$ cat src/rtl/mac_pkg.sv
`default_nettype none
// ============================================================================
// Module : mac_pkg
// Brief  : Shared frame-phase codes, preamble/SFD bytes and CRC-32 constants
//          for the MAC receive path and the learning stage.
// Rev    : 1.0 - initial release
// ============================================================================
package mac_pkg;

    typedef enum logic [2:0] {
        ST_IDLE     = 3'b000,
        ST_PREAMBLE = 3'b001,
        ST_SFD      = 3'b010,
        ST_DST_MAC  = 3'b011,
        ST_SRC_MAC  = 3'b100,
        ST_LEN_TYPE = 3'b101,
        ST_PAYLOAD  = 3'b110,
        ST_END      = 3'b111
    } mac_state_t;

    localparam logic [7:0]  c_PREAMBLE_BYTE = 8'h55;
    localparam logic [7:0]  c_SFD_BYTE      = 8'hD5;
    localparam logic [31:0] c_CRC_POLY      = 32'h04C11DB7;
    localparam logic [31:0] c_CRC_RESIDUE   = 32'hC704DD7B;

    function automatic logic [31:0] bitrev32(input logic [31:0] v);
        logic [31:0] r;
        for (int i = 0; i < 32; i++) r[i] = v[31-i];
        return r;
    endfunction

    // LSB-first update, so the register holds the bit-reversed CRC.
    function automatic logic [31:0] crc32_byte(input logic [31:0] crc, input logic [7:0] d);
        logic [31:0] c;
        c = crc;
        for (int i = 0; i < 8; i++) begin
            if (c[0] ^ d[i]) c = (c >> 1) ^ bitrev32(c_CRC_POLY);
            else             c = c >> 1;
        end
        return c;
    endfunction

endpackage
`default_nettype wire

$ cat src/rtl/crc32_d8.sv
`default_nettype none
// ============================================================================
// Module : crc32_d8
// Brief  : Byte-wide reflected CRC-32 accumulator with synchronous clear.
//          Only present when MAC_RX_FCS_CHECK_EN is defined.
// Rev    : 1.0 - initial release
// ============================================================================
`ifdef MAC_RX_FCS_CHECK_EN
module crc32_d8
    import mac_pkg::*;
(
    input  logic        iclk,
    input  logic        i_rst,
    input  logic        i_clr,
    input  logic        i_en,
    input  logic [7:0]  i_d,
    output logic [31:0] o_crc
);

    logic [31:0] r_crc;

    always_ff @(posedge iclk) begin
        if (i_rst || i_clr) r_crc <= 32'hFFFF_FFFF;
        else if (i_en)      r_crc <= crc32_byte(r_crc, i_d);
    end

    assign o_crc = r_crc;

endmodule
`endif
`default_nettype wire

$ cat src/rtl/mac_rx_fsm.sv
`default_nettype none
// ============================================================================
// Module : mac_rx_fsm
// Brief  : Receive frame-phase tracker: preamble/SFD detection, header/payload
//          phase codes, length, runt/oversize and (MAC_RX_FCS_CHECK_EN) FCS.
// Rev    : 1.0 - initial release
// ============================================================================
module mac_rx_fsm
    import mac_pkg::*;
#(
    parameter int pDATA_WIDTH        = 8,
    parameter int pMAX_PACKET_LENGHT = 1536,
    parameter int pMIN_PACKET_LENGHT = 64,
    parameter int pPREAMBLE_MIN      = 6
)(
    input  logic                   iclk,
    input  logic                   i_rst,
    input  logic                   i_dv,
    input  logic [pDATA_WIDTH-1:0] irx_d,
    output logic [2:0]             o_fsm_state,
    output logic [pDATA_WIDTH-1:0] o_rx_d,
    output logic                   o_dv,
    output logic [10:0]            o_frame_len,
    output logic                   o_frame_ok,
    output logic [2:0]             o_err
);

    localparam logic [10:0] c_MAX_LEN = 11'(pMAX_PACKET_LENGHT);
    localparam logic [10:0] c_MIN_LEN = 11'(pMIN_PACKET_LENGHT);
    localparam logic [2:0]  c_PRE_MIN = 3'(pPREAMBLE_MIN);

    mac_state_t             r_state, w_next;
    logic                   r_dv_prev;
    logic [2:0]             r_pre_cnt, w_pre_cnt;
    logic [10:0]            r_cnt;
    logic [pDATA_WIDTH-1:0] r_rx_d;
    logic                   r_dv;
    logic [2:0]             r_err;
    logic                   r_ok;
    logic                   w_cnt_clr, w_cnt_inc, w_oversize, w_fcs_err;
    logic [2:0]             w_err;
    logic [7:0]             w_byte;

    assign w_byte = irx_d[7:0];

    always_comb begin
        w_next     = r_state;
        w_pre_cnt  = r_pre_cnt;
        w_cnt_clr  = 1'b0;
        w_cnt_inc  = 1'b0;
        w_oversize = 1'b0;
        case (r_state)
            ST_IDLE: begin
                if (i_dv && !r_dv_prev && w_byte == c_PREAMBLE_BYTE) begin
                    w_next    = ST_PREAMBLE;
                    w_pre_cnt = 3'd1;
                end
            end
            ST_PREAMBLE: begin
                if (!i_dv) begin
                    w_next = ST_IDLE;
                end else if (w_byte == c_PREAMBLE_BYTE) begin
                    if (r_pre_cnt != 3'd7) w_pre_cnt = r_pre_cnt + 3'd1;
                end else if (w_byte == c_SFD_BYTE && r_pre_cnt >= c_PRE_MIN) begin
                    w_next    = ST_SFD;
                    w_cnt_clr = 1'b1;
                end else begin
                    w_next = ST_IDLE;
                end
            end
            ST_SFD, ST_DST_MAC, ST_SRC_MAC, ST_LEN_TYPE, ST_PAYLOAD: begin
                if (!i_dv) begin
                    w_next = ST_END;
                end else if (r_cnt == c_MAX_LEN) begin
                    w_next     = ST_END;
                    w_oversize = 1'b1;
                end else begin
                    // r_cnt is the index of the byte now on irx_d
                    w_cnt_inc = 1'b1;
                    if (r_cnt < 11'd6)       w_next = ST_DST_MAC;
                    else if (r_cnt < 11'd12) w_next = ST_SRC_MAC;
                    else if (r_cnt < 11'd14) w_next = ST_LEN_TYPE;
                    else                     w_next = ST_PAYLOAD;
                end
            end
            default: w_next = ST_IDLE;
        endcase
    end

`ifdef MAC_RX_FCS_CHECK_EN
    logic [31:0] w_crc;

    crc32_d8 u_crc32_d8 (
        .iclk  (iclk),
        .i_rst (i_rst),
        .i_clr (w_cnt_clr),
        .i_en  (w_cnt_inc),
        .i_d   (w_byte),
        .o_crc (w_crc)
    );

    assign w_fcs_err = (w_crc != bitrev32(c_CRC_RESIDUE));
`else
    assign w_fcs_err = 1'b0;
`endif

    assign w_err = {w_fcs_err, w_oversize, (r_cnt < c_MIN_LEN)};

    always_ff @(posedge iclk) begin
        if (i_rst) begin
            r_state   <= ST_IDLE;
            r_pre_cnt <= 3'd0;
            r_cnt     <= 11'd0;
            r_rx_d    <= '0;
            r_dv      <= 1'b0;
            r_err     <= 3'b000;
            r_ok      <= 1'b0;
            // Treat the line as busy so a frame already in flight is not decoded.
            r_dv_prev <= 1'b1;
        end else begin
            r_state   <= w_next;
            r_pre_cnt <= w_pre_cnt;
            r_rx_d    <= irx_d;
            r_dv      <= i_dv;
            r_dv_prev <= i_dv;
            if (w_cnt_clr)      r_cnt <= 11'd0;
            else if (w_cnt_inc) r_cnt <= r_cnt + 11'd1;
            if (w_next == ST_END) begin
                r_err <= w_err;
                r_ok  <= (w_err == 3'b000);
            end else begin
                r_err <= 3'b000;
                r_ok  <= 1'b0;
            end
        end
    end

    assign o_fsm_state = r_state;
    assign o_rx_d      = r_rx_d;
    assign o_dv        = r_dv;
    assign o_frame_len = r_cnt;
    assign o_err       = r_err;
    assign o_frame_ok  = r_ok;

endmodule
`default_nettype wire

$ cat config.mk
export PLATFORM = sky130hd
export DESIGN_NAME = mac_rx_fsm
export DESIGN_NICKNAME = d
export VERILOG_FILES = /design/src/rtl/mac_pkg.sv /design/src/rtl/crc32_d8.sv /design/src/rtl/mac_rx_fsm.sv
export SDC_FILE = /design/constraint.sdc
export NUM_CORES = 1
export LEC_CHECK = 0
export BUFFER_PORTS_ARGS = -buffer_cell sky130_fd_sc_hd__buf_4
export CORE_ASPECT_RATIO = 1.4
export CORE_MARGIN = 4
export CORE_UTILIZATION = 46
export DETAILED_ROUTE_END_ITERATION = 16
export PLACE_DENSITY = 0.74
export REMOVE_ABC_BUFFERS = 1
export SYNTH_ARGS = -nofsm -noshare
export SYNTH_HDL_FRONTEND = slang
export SYNTH_SLANG_ARGS = --single-unit
$ cat constraint.sdc
create_clock -name iclk -period 1.94 [get_ports iclk]
set_clock_uncertainty 0.15 [all_clocks]
set_input_delay 0.097 -clock iclk [delete_from_list [all_inputs] [get_ports iclk]]
set_output_delay 0.097 -clock iclk [all_outputs]
set_load 0.02 [all_outputs]
; Yosys cells after proc, flatten, opt, wreduce, memory -nomap -nowiden
; Index checks and enable logic that the tools add are counted.
; Widths: inputs -> output; s select.
[word_totals]
elab_cells = 68
input_bits = 11
ff_bits = 31
[op_classes]
eq_ne = 15
n_mux = 25
bitwise_logic = 1
order_cmp = 5
n_reduce_logical = 11
addsub = 2
[op_table]
columns = operator, n
row1 = $mux 3, 10
row2 = $lt 11x4->1 const B, 2
row3 = $eq 3x3->1 const B, 4
row4 = $add 11x1->11 const B, 1
row5 = $eq 11x11->1 const B, 1
row6 = $lt 11x3->1 const B, 1
row7 = $lt 11x7->1 const B, 1
row8 = $mux 1, 10
row9 = $pmux 3 s3, 1
row10 = $eq 8x7->1 const B, 1
row11 = $eq 8x8->1 const B, 1
row12 = $ne 2x2->1 const B, 4
row13 = $eq 3x2->1 const B, 2
row14 = $logic_not 3->1, 2
row15 = $mux 2, 3
row16 = $pmux 3 s2, 1
row17 = $reduce_and 5->1, 1
row18 = $reduce_or 5->1, 1
row19 = $reduce_or 2->1, 2
row20 = $add 3x1->3 const B, 1
row21 = $eq 3x1->1 const B, 1
row22 = $ge 3x3->1 const B, 1
row23 = $logic_and 1x1->1, 3
row24 = $ne 3x3->1 const B, 1
row25 = other kinds (3), 3

; Logic depth before layout (Yosys ltp)
[logic_depth]
depth_word = 10
depth_mapped = 7

; Worst setup path after synthesis
; No wires, ideal clock.
[synth_path]
path_type = reg-to-reg
startpoint = register r_cnt[1] (netlist: o_frame_len[1])
endpoint = register r_cnt[2] (netlist: o_frame_len[2])
setup_time_ns = 0.067
stages_incl_launch_ff = 8
period_less_slack_ns = 2.162
setup_slack_ns = -0.222
t_arrival_ns = 1.945
path_cell_list = dfxtp_1 inv_1 ha_1 or3b_4 or4_4 buf_6 a31o_1 a21oi_2
[synth_between]
elab_chain_len = 4
elab_cells_between_ends = 5
[synth_rtl]
columns = element, line
row1 = start: declaration, mac_rx_fsm.sv:35  ; logic [10:0] r_cnt;
row2 = start signal: assignment, mac_rx_fsm.sv:127  ; else if (w_cnt_inc) r_cnt <= r_cnt + 11'd1;
row3 = "parallel branches: the longest is 4 deep, another holds $add 11x1->11", --
; Several ways; the timed one is not identified.
; A chain may end at the register's enable or synchronous reset.

; Worst setup path after layout
[layout_path]
startpoint = register r_cnt[0] (netlist: o_frame_len[0])
endpoint = register r_err[0] (netlist: o_err[0])
[layout_between]
elab_chain_len = 10
elab_cells_between_ends = 14
[layout_rtl]
columns = element, line
row1 = $lt 11x4->1, mac_rx_fsm.sv:82  ; else if (r_cnt < 11'd14) w_next = ST_LEN_TYPE;
row2 = $mux 2, mac_rx_fsm.sv:82
row3 = $mux 2, mac_rx_fsm.sv:81  ; else if (r_cnt < 11'd12) w_next = ST_SRC_MAC;
row4 = $mux 3, mac_rx_fsm.sv:80  ; if (r_cnt < 11'd6) w_next = ST_DST_MAC;
row5 = $mux 3, mac_rx_fsm.sv:74  ; end else if (r_cnt == c_MAX_LEN) begin
row6 = $mux 3, mac_rx_fsm.sv:72  ; if (!i_dv) begin
row7 = $pmux 3 s3, mac_rx_fsm.sv:52  ; case (r_state)
row8 = $eq 3x3->1, mac_rx_fsm.sv:128  ; if (w_next == ST_END) begin
row9 = $not 1->1 (no line), --
row10 = $reduce_or 2->1 (no line), --
row11 = end signal: assignment, mac_rx_fsm.sv:129  ; r_err <= w_err;
row12 = end: declaration, mac_rx_fsm.sv:38  ; logic [2:0] r_err;
; Parallel ways exist; a longest one is shown, timed or not.

==> impl_metrics.ini <==
[sta]
fin_crit_ns = 1.95
final_max_slew_viol_count = 0
fin_ws_ns = -0.00521
max_freq_mhz = 514
setup_tns_ns = -0.00521
grt_setup_unrepaired = true
hold_violations = 0
finalSetupViolCount = 1
fin_crit_sh_pct = 100

[final_layout]
multi_input_area_um2 = 821
regArea_um2 = 608
diodes = 0
final_cell_mix = buf_4 (50), dfxtp_1 (26), dlygate4sd3_1 (18)
drive_gt1_share_pct = 39.4
final_nets = 240
fill_cells = 224
area_growth_syn_to_layout_pct = 50.1
finish.instance_area_um2 = 2140
layout_commonest_cell = buf_4

[setup_path]
worstSetupPathType = reg -> reg
endpoint_kind = flop
cp.required_ns = 1.99
cp.arrival_ns = 2.00
path_max_fanout = 8
cp-start-kind = flop

[floorplan]
initial_core_util_pct = 48.7
io_pins = 38
std_cell_rows = 23
die_h_um = 73.9
die_x_um = 55.1
die_area_um2 = 4070
core-area_um2 = 2940

[pwr]
vdd_drop_max_v = 0.000617
leakage_uw = 0.000900
powerDensity_nw_per_um2 = 583
fin_total_pwr_uw = 1250

[drt]
detail-route-antenna-nets = 0
routed-via-count = 1490
avgViaCountPerCell = 5.67
drtIter0Drc = 46
wl_um = 4310
route.detailed.drc = 0
drtPass1Iterations = 4
wire_per_inst_um = 16.4

[synthesis]
ys_ff_latch = 30
postSynthAreaPerCell_um2 = 9.04
syn_area_um2 = 1430
synthFlopType = dfxtp_1
synth_fa_ha_area_share_pct = 3.50
syn_inst = 158
synth_seq_area_share_pct = 42.0
yosysUniqueCellTypes = 49
postSynth.asyncResetShare_pct = 0
ys_warn_count = 0
synthMuxAreaShare_pct = 0
synth_edf_count = 0
synth_top_family_by_area = simple AND/OR/NAND/NOR gates
synthSimpleGateAreaFrac_pct = 28.8
synth_compound_area_share_pct = 18.8
synth_xor_area_share_pct = 1.84

[global_route]
track_usage_pct = 22.4
grt_pass1_wl_um = 6640
grt_max_degree = 17
grt_overflow = 0
antenna_found_initial = 0
grt_pass1_vias = 1441

[run_status]
status = finished with violations
violations = negative setup slack

[place]
place_congestion = 0.842
portBuffers = 36
place_area_um2 = 1800
dp_hpwl_um = 2770

[clocking]
clk_pin_slew_ns = 0.06
worstSkewPairLatency_ns = 0.28
numCtsBuffers = 5
clock-sinks = 30
clk_path_buf_depth = 2
cts_root_buffer = clkbuf_8
cts_max_level = 2
cts_tree = built

[hold_path]
holdCritPathClass = reg -> reg

[flow_run]
cap_violations = 0
## state kept, by name, summed over array words and instances (netlist names)
signal	flops
o_dv	1
o_err	2
o_frame_len	11
o_frame_ok	1
o_fsm_state	3
o_rx_d	8
r_dv_prev	1
r_pre_cnt	3
## logic make-up after synthesis
kind of cell	Yosys count
and+or+nand+nor	69
buffers and inverters	12
adders and majority gates	4
xor gates and xnor gates	3
AOI/OAI and AO/OA	39
other	1
DFF	30
## cells in the mapped netlist, drive strengths merged, types with 2 or more instances
master | count | area [um2]
a21oi | 11 | 58.8
nand3 | 9 | 45.0
o21ai | 7 | 35.0
dfxtp | 30 | 601
ha | 4 | 50.1
nor2b | 10 | 62.6
o31ai | 4 | 30.0
o211ai | 2 | 15.0
nor2 | 7 | 26.3
buf | 5 | 40.0
inv | 3 | 11.3
nand2 | 9 | 33.8
xor2 | 2 | 17.5
or2 | 4 | 25.0
nor4 | 4 | 25.0
nand4 | 4 | 25.0
a21boi | 2 | 15.0
or3 | 4 | 30.0
o21a | 3 | 22.5
clkbuf | 4 | 16.3
or4 | 7 | 56.3
nor3 | 3 | 15.0
and3 | 2 | 12.5
## metrics by stage
step	hold slack, ns	worst slack, ns	utilization (%)	instances
after floorplan	0.0161	-0.162	-	149
after global placement	0.163	-0.0452	61.4	237
after detailed placement	0.175	-0.0776	61.4	237
after CTS	0.378	0.000124	71.0	263
after global routing	0.411	-0.0618	73.1	263
final	0.385	-0.00521	73.1	263
## layout make-up
class                           instances  area share, %
Inverter                                3          0.525
Timing Repair Buffer                   69           26.4
Clock inverter                          1          0.233
Tap cell                               37           2.16
Multi-Input combinational cell        116           38.3
Sequential cell                        30           28.4
Clock buffer                            7           4.03
## path summary, 6_finish.rpt
path	startpoint	to	slack (ns)	cells past startpoint
setup / recovery	o_frame_len[0]	o_err[0]	-0.005	6
hold reg to reg	o_frame_len[0]	o_frame_len[0]	0.39	3
setup reg to reg	o_frame_len[0]	o_err[0]	-0.005	6
hold / removal	o_frame_len[0]	o_frame_len[0]	0.39	3
## timing repair
action,4_1_cts,5_1_grt
endpoints found under the setup margin,8,17
cloned,0,0
resized for setup,2,20
endpoints found under the hold margin,14,0
hold buffers,18,0
setup buffers,0,0
pin swaps,1,2
## power by group
part           total (uW)  switching (uW)  leakage [uW]  internal [uW]
Sequential            630            3.73      0.000247            626
Combinational         110            50.7      0.000605           59.4
Clock                 510             225     0.0000482            285
Total                1250             279      0.000900            971
## critical path, cell delays in order (launching register included)
cell and delay (ns):
dfxtp_2 0.32, inv_2 0.05, ha_1 0.13, or3b_4 0.37, or4_4 0.48, o311a_2 0.18
a211oi_2 0.18
## routing by layer
metal  vias up  track usage, %  routed length, um
li1        718               -                  -
met1       713            24.8               1670
met2        49            40.8               2340
met3        10            5.61                225
met4         0            6.49                 80
met5         -               0                  0
Power figures use the tool's default switching activity.
